<file path="config.mk">
export PLATFORM = sky130hd
export DESIGN_NAME = rk2040_flat
export DESIGN_NICKNAME = d
export VERILOG_FILES = /design/src/rtl/rk2040_pkg.sv /design/src/rtl/rk2040_if.sv /design/src/rtl/rk2040_pwm.sv /design/src/rtl/rk2040.sv /design/src/flat_wrapper.sv
export SDC_FILE = /design/constraint.sdc
export NUM_CORES = 1
export LEC_CHECK = 0
export CAP_MARGIN = 20
export CORE_ASPECT_RATIO = 0.9
export CORE_MARGIN = 1.5
export CORE_UTILIZATION = 45
export DETAILED_ROUTE_END_ITERATION = 10
export PLACE_DENSITY = 0.66
export SYNTH_ARGS = -nofsm -noshare
export SYNTH_HDL_FRONTEND = slang
export SYNTH_SLANG_ARGS = --single-unit
export TNS_END_PERCENT = 20
</file>
<file path="constraint.sdc">
create_clock -name clk -period 5.56 [get_ports clk]
set_input_delay 0.556 -clock clk [delete_from_list [all_inputs] [get_ports clk]]
set_output_delay 0.556 -clock clk [all_outputs]
set_load 0.02 [all_outputs]
</file>
<file path="src/rtl/rk2040_pkg.sv">
// Shared constants for the rk2040 core: opcodes, IN/OUT selectors, system sub-ops, ISR vector.
// Also holds the ROM images as a constant lookup, so no data file is needed at elaboration.
package rk2040_pkg;

    localparam int         ROM_DEPTH = 256;
    localparam logic [7:0] ISR_VEC   = 8'h80;

    typedef enum logic [3:0] {
        OP_NOP = 4'h0, OP_LDI, OP_MOV, OP_ADD, OP_SUB, OP_AND, OP_OR, OP_XOR,
        OP_SHL, OP_SHR, OP_IN, OP_OUT, OP_JMP, OP_JZ, OP_JNZ, OP_SYS
    } opcode_e;

    typedef enum logic [1:0] {SYS_HALT, SYS_RETI, SYS_EI, SYS_DI} sysop_e;

    localparam logic [2:0] IN_P0 = 3'd0, IN_P1 = 3'd1, IN_P2 = 3'd2;
    localparam logic [2:0] IN_ADC0 = 3'd3, IN_ADC1 = 3'd4, IN_ADC2 = 3'd5;
    localparam logic [1:0] OUT_NONE = 2'd3;

    function automatic logic [15:0] enc_i(opcode_e op, logic [2:0] rd, logic [7:0] imm);
        return {op, rd, 1'b0, imm};
    endfunction

    function automatic logic [15:0] enc_r(opcode_e op, logic [2:0] rd, logic [2:0] rs);
        return {op, rd, rs, 6'b000000};
    endfunction

    // Image 1: arithmetic/branch demo, ADC and port echo loop with a maskable HALT, and a short ISR.
    function automatic logic [15:0] rom_word(int prog, logic [7:0] addr);
        if (prog != 1) return 16'h0000;
        case (addr)
            8'h00: return enc_i(OP_LDI, 3'd1, 8'h05);
            8'h01: return enc_i(OP_LDI, 3'd2, 8'h03);
            8'h02: return enc_r(OP_ADD, 3'd1, 3'd2);
            8'h03: return enc_i(OP_OUT, 3'd1, 8'h00);
            8'h04: return enc_i(OP_LDI, 3'd1, 8'hFF);
            8'h05: return enc_i(OP_LDI, 3'd2, 8'h01);
            8'h06: return enc_r(OP_ADD, 3'd1, 3'd2);
            8'h07: return enc_i(OP_JZ,  3'd0, 8'h09);
            8'h08: return enc_i(OP_OUT, 3'd2, 8'h01);
            8'h09: return enc_i(OP_LDI, 3'd3, 8'h40);
            8'h0A: return enc_i(OP_OUT, 3'd3, 8'h04);
            8'h0B: return enc_i(OP_IN,  3'd4, 8'h03);
            8'h0C: return enc_i(OP_IN,  3'd5, 8'h04);
            8'h0D: return enc_i(OP_IN,  3'd6, 8'h05);
            8'h0E: return enc_i(OP_OUT, 3'd4, 8'h00);
            8'h0F: return enc_i(OP_OUT, 3'd5, 8'h01);
            8'h10: return enc_i(OP_OUT, 3'd6, 8'h02);
            8'h11: return enc_i(OP_IN,  3'd4, 8'h00);
            8'h12: return enc_i(OP_IN,  3'd5, 8'h01);
            8'h13: return enc_r(OP_SUB, 3'd4, 3'd5);
            8'h14: return enc_r(OP_MOV, 3'd7, 3'd4);
            8'h15: return enc_r(OP_XOR, 3'd4, 3'd6);
            8'h16: return enc_r(OP_OR,  3'd7, 3'd5);
            8'h17: return enc_r(OP_AND, 3'd7, 3'd4);
            8'h18: return enc_r(OP_SHL, 3'd4, 3'd0);
            8'h19: return enc_r(OP_SHR, 3'd5, 3'd0);
            8'h1A: return enc_r(OP_ADD, 3'd4, 3'd5);
            8'h1B: return enc_i(OP_OUT, 3'd4, 8'h06);
            8'h1C: return enc_i(OP_OUT, 3'd7, 8'h07);
            8'h1D: return enc_i(OP_OUT, 3'd5, 8'h03);
            8'h1E: return enc_i(OP_SYS, 3'd0, 8'h01);
            8'h1F: return enc_i(OP_JMP, 3'd0, 8'h21);
            8'h20: return enc_i(OP_OUT, 3'd2, 8'h01);
            8'h21: return enc_i(OP_SYS, 3'd0, 8'h03);
            8'h22: return enc_i(OP_IN,  3'd7, 8'h02);
            8'h23: return enc_i(OP_LDI, 3'd0, 8'h03);
            8'h24: return enc_r(OP_AND, 3'd7, 3'd0);
            8'h25: return enc_i(OP_SYS, 3'd0, 8'h02);
            8'h26: return enc_i(OP_JNZ, 3'd0, 8'h0B);
            8'h27: return enc_i(OP_SYS, 3'd0, 8'h00);
            8'h80: return enc_i(OP_IN,  3'd6, 8'h06);
            8'h81: return enc_i(OP_LDI, 3'd0, 8'h01);
            8'h82: return enc_r(OP_ADD, 3'd3, 3'd0);
            8'h83: return enc_i(OP_OUT, 3'd3, 8'h05);
            8'h84: return enc_i(OP_OUT, 3'd3, 8'h02);
            8'h85: return enc_r(OP_SUB, 3'd0, 3'd0);
            8'h86: return enc_i(OP_SYS, 3'd0, 8'h01);
            default: return 16'h0000;
        endcase
    endfunction

endpackage

</file>
<file path="src/rtl/rk2040_if.sv">
// Port bundle of the rk2040 core: general input, ADC samples, output port and PWM pins.
// The core takes the slave side; whatever drives the inputs takes the master side.
interface rk2040_if;
    logic [23:0] inputPort;
    logic [7:0]  ADC0;
    logic [7:0]  ADC1;
    logic [7:0]  ADC2;
    logic [23:0] outputPort;
    logic [3:0]  outputPWM;

    modport master (output inputPort, ADC0, ADC1, ADC2, input outputPort, outputPWM);
    modport slave  (input inputPort, ADC0, ADC1, ADC2, output outputPort, outputPWM);
endinterface

</file>
<file path="src/rtl/rk2040_pwm.sv">
// Four PWM channels on a free-running 8-bit counter; output registered one cycle behind the compare.
// Duty writes land at the next edge; no backpressure.
module rk2040_pwm (
    input  logic       clk,
    input  logic       rst,
    input  logic       duty_wr,
    input  logic [1:0] duty_sel,
    input  logic [7:0] duty_dat,
    output logic [3:0] pwm
);
    logic [7:0] cnt;
    logic [7:0] duty [4];

    always_ff @(posedge clk or posedge rst) begin
        if (rst) begin
            cnt <= 8'd0;
            pwm <= 4'd0;
            for (int i = 0; i < 4; i++) duty[i] <= 8'd0;
        end else begin
            cnt <= cnt + 8'd1;
            if (duty_wr) duty[duty_sel] <= duty_dat;
            for (int i = 0; i < 4; i++) pwm[i] <= (cnt < duty[i]);
        end
    end
endmodule

</file>
<file path="src/rtl/rk2040.sv">
// 8-bit microcontroller core: one instruction per cycle from a combinational ROM, edge interrupt at 0x80.
// Register, flag and port writes land at the next edge; no backpressure.
import rk2040_pkg::*;

module rk2040 #(
    parameter int PROGRAM = 1
) (
    input  logic    clk,
    input  logic    rst,
    rk2040_if.slave io
);
    logic [7:0]  pc, pc_n, epc;
    logic [7:0]  regs [8];
    logic        z, c, ez, ec, ie, in_service, pending;
    logic        sync1, sync2, sync_prev;
    logic [15:0] instr;
    opcode_e     op;
    logic [2:0]  rd, rs;
    logic [7:0]  imm, a, b, res, in_val;
    logic [8:0]  sum;
    logic [23:0] out_port;
    logic        reg_wr, z_n, c_n, ie_n, svc_clr, port_wr, duty_wr, take, fall, alu_op;

    assign instr  = rom_word(PROGRAM, pc);
    assign op     = opcode_e'(instr[15:12]);
    assign rd     = instr[11:9];
    assign rs     = instr[8:6];
    assign imm    = instr[7:0];
    assign a      = regs[rd];
    assign b      = regs[rs];
    assign take   = pending & ie & ~in_service;
    assign fall   = ~sync2 & sync_prev;
    assign alu_op = (op >= OP_ADD) && (op <= OP_SHR);

    always_comb begin
        case (imm[2:0])
            IN_P0:   in_val = io.inputPort[7:0];
            IN_P1:   in_val = io.inputPort[15:8];
            IN_P2:   in_val = io.inputPort[23:16];
            IN_ADC0: in_val = io.ADC0;
            IN_ADC1: in_val = io.ADC1;
            IN_ADC2: in_val = io.ADC2;
            default: in_val = 8'd0;
        endcase
    end

    always_comb begin
        pc_n    = pc + 8'd1;
        res     = 8'd0;
        sum     = 9'd0;
        reg_wr  = 1'b0;
        z_n     = z;
        c_n     = c;
        ie_n    = ie;
        svc_clr = 1'b0;
        port_wr = 1'b0;
        duty_wr = 1'b0;
        case (op)
            OP_LDI: begin res = imm; reg_wr = 1'b1; end
            OP_MOV: begin res = b;   reg_wr = 1'b1; end
            OP_ADD: begin sum = {1'b0, a} + {1'b0, b}; res = sum[7:0]; c_n = sum[8]; reg_wr = 1'b1; end
            OP_SUB: begin sum = {1'b0, a} - {1'b0, b}; res = sum[7:0]; c_n = sum[8]; reg_wr = 1'b1; end
            OP_AND: begin res = a & b; c_n = 1'b0; reg_wr = 1'b1; end
            OP_OR:  begin res = a | b; c_n = 1'b0; reg_wr = 1'b1; end
            OP_XOR: begin res = a ^ b; c_n = 1'b0; reg_wr = 1'b1; end
            OP_SHL: begin res = {a[6:0], 1'b0}; c_n = a[7]; reg_wr = 1'b1; end
            OP_SHR: begin res = {1'b0, a[7:1]}; c_n = a[0]; reg_wr = 1'b1; end
            OP_IN:  begin res = in_val; reg_wr = 1'b1; end
            OP_OUT: begin
                duty_wr = imm[2];
                port_wr = ~imm[2] && (imm[1:0] != OUT_NONE);
            end
            OP_JMP: pc_n = imm;
            OP_JZ:  if (z)  pc_n = imm;
            OP_JNZ: if (!z) pc_n = imm;
            OP_SYS: begin
                case (imm[1:0])
                    SYS_HALT: pc_n = pc;
                    // Outside service RETI is a plain NOP
                    SYS_RETI: if (in_service) begin
                        pc_n    = epc;
                        z_n     = ez;
                        c_n     = ec;
                        svc_clr = 1'b1;
                    end
                    SYS_EI:   ie_n = 1'b1;
                    default:  ie_n = 1'b0;
                endcase
            end
            default: ;
        endcase
        if (alu_op) z_n = (res == 8'd0);
    end

    always_ff @(posedge clk or posedge rst) begin
        if (rst) begin
            pc         <= 8'd0;
            epc        <= 8'd0;
            z          <= 1'b0;
            c          <= 1'b0;
            ez         <= 1'b0;
            ec         <= 1'b0;
            ie         <= 1'b1;
            in_service <= 1'b0;
            pending    <= 1'b0;
            sync1      <= 1'b0;
            sync2      <= 1'b0;
            sync_prev  <= 1'b0;
            out_port   <= 24'd0;
            for (int i = 0; i < 8; i++) regs[i] <= 8'd0;
        end else begin
            sync1     <= io.inputPort[5];
            sync2     <= sync1;
            sync_prev <= sync2;
            // A new edge in the take cycle survives so it is not lost
            pending   <= (pending & ~take) | fall;
            if (take) begin
                epc        <= pc;
                ez         <= z;
                ec         <= c;
                pc         <= ISR_VEC;
                in_service <= 1'b1;
            end else begin
                pc <= pc_n;
                z  <= z_n;
                c  <= c_n;
                ie <= ie_n;
                if (svc_clr) in_service <= 1'b0;
                if (reg_wr)  regs[rd] <= res;
                if (port_wr) out_port[{imm[1:0], 3'b000} +: 8] <= a;
            end
        end
    end

    assign io.outputPort = out_port;

    rk2040_pwm u_pwm (
        .clk      (clk),
        .rst      (rst),
        .duty_wr  (duty_wr & ~take),
        .duty_sel (imm[1:0]),
        .duty_dat (a),
        .pwm      (io.outputPWM)
    );
endmodule

</file>
<file path="src/flat_wrapper.sv">
// flat-port wrapper written by rule: the top's interface ports become plain ports
module rk2040_flat 
#(
    parameter int PROGRAM = 1
)
  (clk, rst, io_inputPort, io_ADC0, io_ADC1, io_ADC2, io_outputPort, io_outputPWM);
  rk2040_if io_i ();
  input  logic clk;
  input  logic rst;
  input wire logic [$bits(io_i.inputPort)-1:0] io_inputPort;
  input wire logic [$bits(io_i.ADC0)-1:0] io_ADC0;
  input wire logic [$bits(io_i.ADC1)-1:0] io_ADC1;
  input wire logic [$bits(io_i.ADC2)-1:0] io_ADC2;
  output wire logic [$bits(io_i.outputPort)-1:0] io_outputPort;
  output wire logic [$bits(io_i.outputPWM)-1:0] io_outputPWM;
  assign io_i.inputPort = io_inputPort;
  assign io_i.ADC0 = io_ADC0;
  assign io_i.ADC1 = io_ADC1;
  assign io_i.ADC2 = io_ADC2;
  assign io_outputPort = io_i.outputPort;
  assign io_outputPWM = io_i.outputPWM;
  rk2040 #(.PROGRAM(PROGRAM)) u_core (.clk(clk), .rst(rst), .io(io_i));
endmodule
</file>
Word-level counts from Yosys, hierarchy flattened
Cells that the tools add are included.
- order comparisons: 11
- eq/ne operators: 70
- add/sub/neg operators: 5
- reductions and logical operators: 21
- bitwise logic cells: 17
- multiplexer cells: 35
- shifts and indexed selects: 2
- operators with widths (kind ; count):
    $pmux W16 S44 ; 1
    $eq A8 B5 Y1 const B ; 16
    $mux W8 ; 10
    $pmux W8 S10 ; 1
    $bwmux W64 ; 1
    $eq A8 B4 Y1 const B ; 8
    $eq A8 B6 Y1 const B ; 8
    $eq A8 B8 Y1 const B ; 7
    $bmux W8 S3 ; 2
    $pmux W8 S6 ; 1
    $bwmux W32 ; 1
    $eq A4 B4 Y1 const B ; 8
    $eq A8 B3 Y1 const B ; 4
    $lt A8 B8 Y1 ; 4
    $pmux W8 S4 ; 1
    $bwmux W24 ; 1
    $demux W8 S3 ; 1
    $shift A8 B7 Y24 const A ; 1
    $shiftx A8 B7 Y24 ; 1
    $add A8 B1 Y8 const B ; 2
    $demux W8 S2 ; 1
    $eq A4 B3 Y1 const B ; 4
    $eq A8 B2 Y1 const B ; 2
    $logic_not A8 Y1 ; 2
    other kinds (39) ; 73
- word-level logic and storage cells: 186
- input port bits: 50
- output and inout port bits: 28
- bits in registers: 156

Depth between registers and ports, before layout
- depth after elaboration: 11
- depth in mapped cells: 29
- depth with buffers taken out: 25

Modules after synthesis
From an unflattened synthesis, not the netlist that was laid out.
- cells, all modules: 1245
- area total of the unflattened synthesis: 11479.8 sq um
- by module, submodules not included (module ; times used ; area each (sq um) ; sequential area each (sq um) ; cells an instance):
    rk2040 ; 1 ; 9187.6 ; 2803.9 ; 1050
    rk2040_pwm ; 1 ; 2292.2 ; 1101.1 ; 195

Worst setup path before layout
Ideal clock, no wire load.
- path kind: reg-to-reg
- from: register u_core.pc[0]
- to: register u_core.z
- data required time: 5.468 ns
- arrival: 5.255 ns
- clock period less this slack: 5.347 ns
- path slack: 0.213 ns
- buffers on the path: 4
- setup time: 0.092 ns
- cell stages (with the launch flop): 26
- cells stage by stage: dfrtp_1 inv_1 ha_1 clkbuf_1 buf_2 o32ai_1 a221oi_1 buf_2 mux2i_1 nand2_1 a21oi_1 a221o_1 ha_1 a21oi_1 fa_1 nand3_1 nand2_1 a21oi_1 nor2_1 nor2_1 xor2_1 o22ai_1 or4_1 buf_2 or4b_1 o31ai_2
- word-level cells in the longest chain between the ends: 11
- elaborated cells between the ends (all ways): 93
- those cells by class: add/sub: 2; order compare: 2; eq/ne: 63; mux: 10; bitwise: 5; reduce/logical: 11
- ends and longest elaborated chain (item ; RTL line ; source):
    start, declared ; rk2040.sv:12 ; logic [7:0] pc, pc_n, epc;
    start signal, assigned ; rk2040.sv:124 ; pc <= pc_n;
    $eq A8 B5 Y1 (tied with other cells) ; rk2040_pkg.sv:30 ; case (addr)
    $reduce_or A2 Y1 (no line) ; n/a ;
    $pmux W16 S44 (*) ; rk2040_pkg.sv:30 ;
    $not A3 Y4, on equally long branches ; rk2040.sv:29, rk2040.sv:30 ;
    $bmux W8 S3, on equally long branches ; rk2040.sv:29, rk2040.sv:30 ;
    $mux W8, on equally long branches (2 in a row) ; rk2040.sv:29, rk2040.sv:30 ;
    $sub A8 B8 Y8 (tied with other cells) ; rk2040.sv:62 ; OP_SUB: begin sum = {1'b0, a} - {1'b0, b}; res = sum[7:0]; c_n = sum[8]; reg_wr = 1'b1; end
    $pmux W8 S10 ; rk2040.sv:58 ; case (op)
    $logic_not A8 Y1 ; rk2040.sv:92 ; if (alu_op) z_n = (res == 8'd0);
    $mux W1 ; rk2040.sv:92 ;
    end signal, assigned ; rk2040.sv:125 ; z <= z_n;
    end, declared ; rk2040.sv:14 ; logic z, c, ez, ec, ie, in_service, pending;
Mark *: on every way between the ends. The rest lies on a longest branch, timed or not. The select of a mux whose other input is x is not followed.
A chain may end at the register's enable or synchronous reset.

Worst setup path after layout
- from: register u_core.pc[4]
- to: register u_core.z
- word-level cells in the longest chain between the ends: 11
- elaborated cells between the ends (all ways): 93
- those cells by class: add/sub: 2; order compare: 2; eq/ne: 63; mux: 10; bitwise: 5; reduce/logical: 11
- ends and longest elaborated chain (item ; RTL line ; source):
    $eq A8 B5 Y1 (tied with other cells) ; rk2040_pkg.sv:30 ;
    $reduce_or A2 Y1 (no line) ; n/a ;
    $pmux W16 S44 (*) ; rk2040_pkg.sv:30 ;
    $not A3 Y4 (implied by the code) (*) ; rk2040.sv:29 ; assign a = regs[rd];
    $bmux W8 S3 (*) ; rk2040.sv:29 ;
    $mux W8 (implied by the code) (*) (2 in a row) ; rk2040.sv:29 ;
    net u_core.a[0] ; rk2040.sv:19 ; logic [7:0] imm, a, b, res, in_val;
    $sub A8 B8 Y8 (tied with other cells) ; rk2040.sv:62 ;
    $pmux W8 S10 (*) ; rk2040.sv:58 ;
    $logic_not A8 Y1 (*) ; rk2040.sv:92 ;
    $mux W1 (*) ; rk2040.sv:92 ;
Mark *: on every way through the listed nets, which the timed path passes. The rest lies on a longest branch. The select of a mux whose other input is x is not followed.

==> metrics.cfg <==
[timing]
period_share=0.946
setup_viol=0
slew_headroom=0.486
tns_ns=0
min_period_ns=5.26
clock_skew_ns=0.00917
hold_viol_final=0
worst_pin_slew_ns=0.771
whs_ns=0.354
fmax_ghz=0.190
drv_slew=0

[final_layout]
fin_nets=1524
final_common_cell=nand2_1
layout_common_cells=nand2_1, dfrtp_1, buf_4
fin_util=0.557
area_delta_synth_final_pct=22.1
num-fill-cells=2239
drive_above_1_share=0.185
stdcell_count=1732

[drt]
dr.pass1.iters=8
vias_per_cell=6.16
wl_per_cell_um=21.3
drcViolationCount=0
num_vias=10669
wl_mm=36.9
postRouteAntennaNets=0
drt-initial-drc-count=967

[floorplan]
core-area_um2=24200
initial_core_util=0.456
die_h_um=152
io_pins=78
die_area_um2=25500
rows=54
die_w_um=168

[yosys]
syn_avg_cell_area_um2=8.61
synth_cells=1282
synth_seq_cells=156
synthArstFlopShare=1.00
yosys_warnings=0
synth_flop_cell=dfrtp_1
syn_nets=1396
syn_area_um2=11000
ys_seq_area_frac=0.354
synthTopCellsByArea=dfrtp_1, ha_1, nand2_1
synth_edf_count=0
yosysTopAreaCell=dfrtp_1
synthDistinctLibCells=88
synth_top_cell_area_share=0.351

[clock_tree]
insertion_delay_ns=0.44
clk_path_buf_depth=2
cts_sinks=156
numCtsBuffers=17
clk_pin_slew_ns=0.07
cts_root_buf=clkbuf_16
cts_tree=built
htree_num_levels=4

[job]
maxCapViolCount=0

[setup_path]
critPathArrivalTime_ns=5.60
cp_max_fo=12
cp_slowest_cell=or4b_1
cp-end-kind=flip-flop
critPathTopFamily=simple AND/OR/NAND/NOR gates
critPathKind=reg2reg
required_ns=5.91
worstSetupStartpointType=flip-flop
path_buf_inv=4
crit_path_max_incr_delay_ns=0.50

[placed_design]
hpwlAfterDp_mm=27.6
dp.cells=1696
port-buffer-count=77
globalplace.congestion=0.990

[worst_hold_path]
hp-class=reg2reg

[grt]
grt_pass1_vias=10059
antenna_found_initial=1
gr-usage-all-layers=0.295
grt_pass1_wl_mm=57.6
grt_overflow=0
grt_max_degree=55

[outcome]
outcome=complete, no violations

-- cells in the mapped netlist (all sizes together) (11+ instances only) --
library cell,n
a31oi,18
nor2,74
nand2,173
a22oi,12
a221oi,19
o211ai,13
or3,14
xnor2,19
o21ai,108
mux2i,31
o2111ai,12
nand2b,13
dfrtp,155
a21oi,77
inv,66
nand3,56
a211oi,11
nor3,30
mux2,50
and2,15
buf,41
ha,63
clkbuf,41
-- cell families after synthesis --
| family | Yosys count | share of synthesized area |
|---|---|---|
| AOI/OAI and AO/OA | 363 | 0.218 |
| xor gates and xnor gates | 25 | 0.0198 |
| adders and majority gates | 64 | 0.0732 |
| buffers and inverters | 148 | 0.0585 |
| DFF | 156 | 0.354 |
| muxes | 81 | 0.0791 |
| and+or+nand+nor | 445 | 0.198 |
-- layer usage --
metal  vias to the layer above  share of wire  track usage
li1                       4931              -            -
met1                      5121           0.45        0.406
met5                         -              0            0
met3                        70          0.093       0.0691
met2                       547           0.43        0.455
met4                         0          0.026        0.105
-- state kept, by name, summed over array words and instances, names as in the netlist, 4 cells and up --
name and cells:
u_core.epc 8, u_core.io.outputPort 24, u_core.pc 8, u_core.regs 64, u_core.u_pwm.cnt 8, u_core.u_pwm.duty 32
u_core.u_pwm.pwm 4
-- worst paths after layout --
check,start,endpoint,slack (ns),cells past startpoint
max,u_core.pc[4]$_DFFE_PP0P_,u_core.z$_DFFE_PP0P_,0.30,25
min,u_core.sync1$_DFF_PP0_,u_core.sync2$_DFF_PP0_,0.35,0
max reg2reg,u_core.pc[4]$_DFFE_PP0P_,u_core.z$_DFFE_PP0P_,0.30,25
min reg2reg,u_core.sync1$_DFF_PP0_,u_core.sync2$_DFF_PP0_,0.35,0
max in group asynchronous,rst,u_core.regs[13]$_DFFE_PP0P_,3.90,3
min in group asynchronous,rst,u_core.pending$_DFF_PP0_,0.53,2
-- through the flow --
step / setup slack (ns) / area [µm²]
finish: 0.302 / 13500
global route: -0.0103 / 13500
CTS: 0.0900 / 13300
detailed placement: 0.142 / 12700
global placement: 0.150 / 12700
floorplan: 0.213 / 11000
-- timing repair --
action	in CTS	in global routing
buffers inserted	0	2
endpoints found under the setup margin	0	32
gates resized for setup	0	38
hold buffers	0	0
-- cell type report --
class	count	area (µm²)	area share
diodes	1	2.50	0.000186
clock buffers	22	474	0.0352
clock inverters	10	129	0.00956
inverters	66	253	0.0188
multi-input cells	978	6660	0.494
flip-flops and latches	156	3910	0.290
well taps	308	385	0.0286
repair buffers	191	1670	0.124
Power is left out: the tool's default activity adds up to more than one toggle a clock period on the data nets, which glitch-free logic cannot reach.
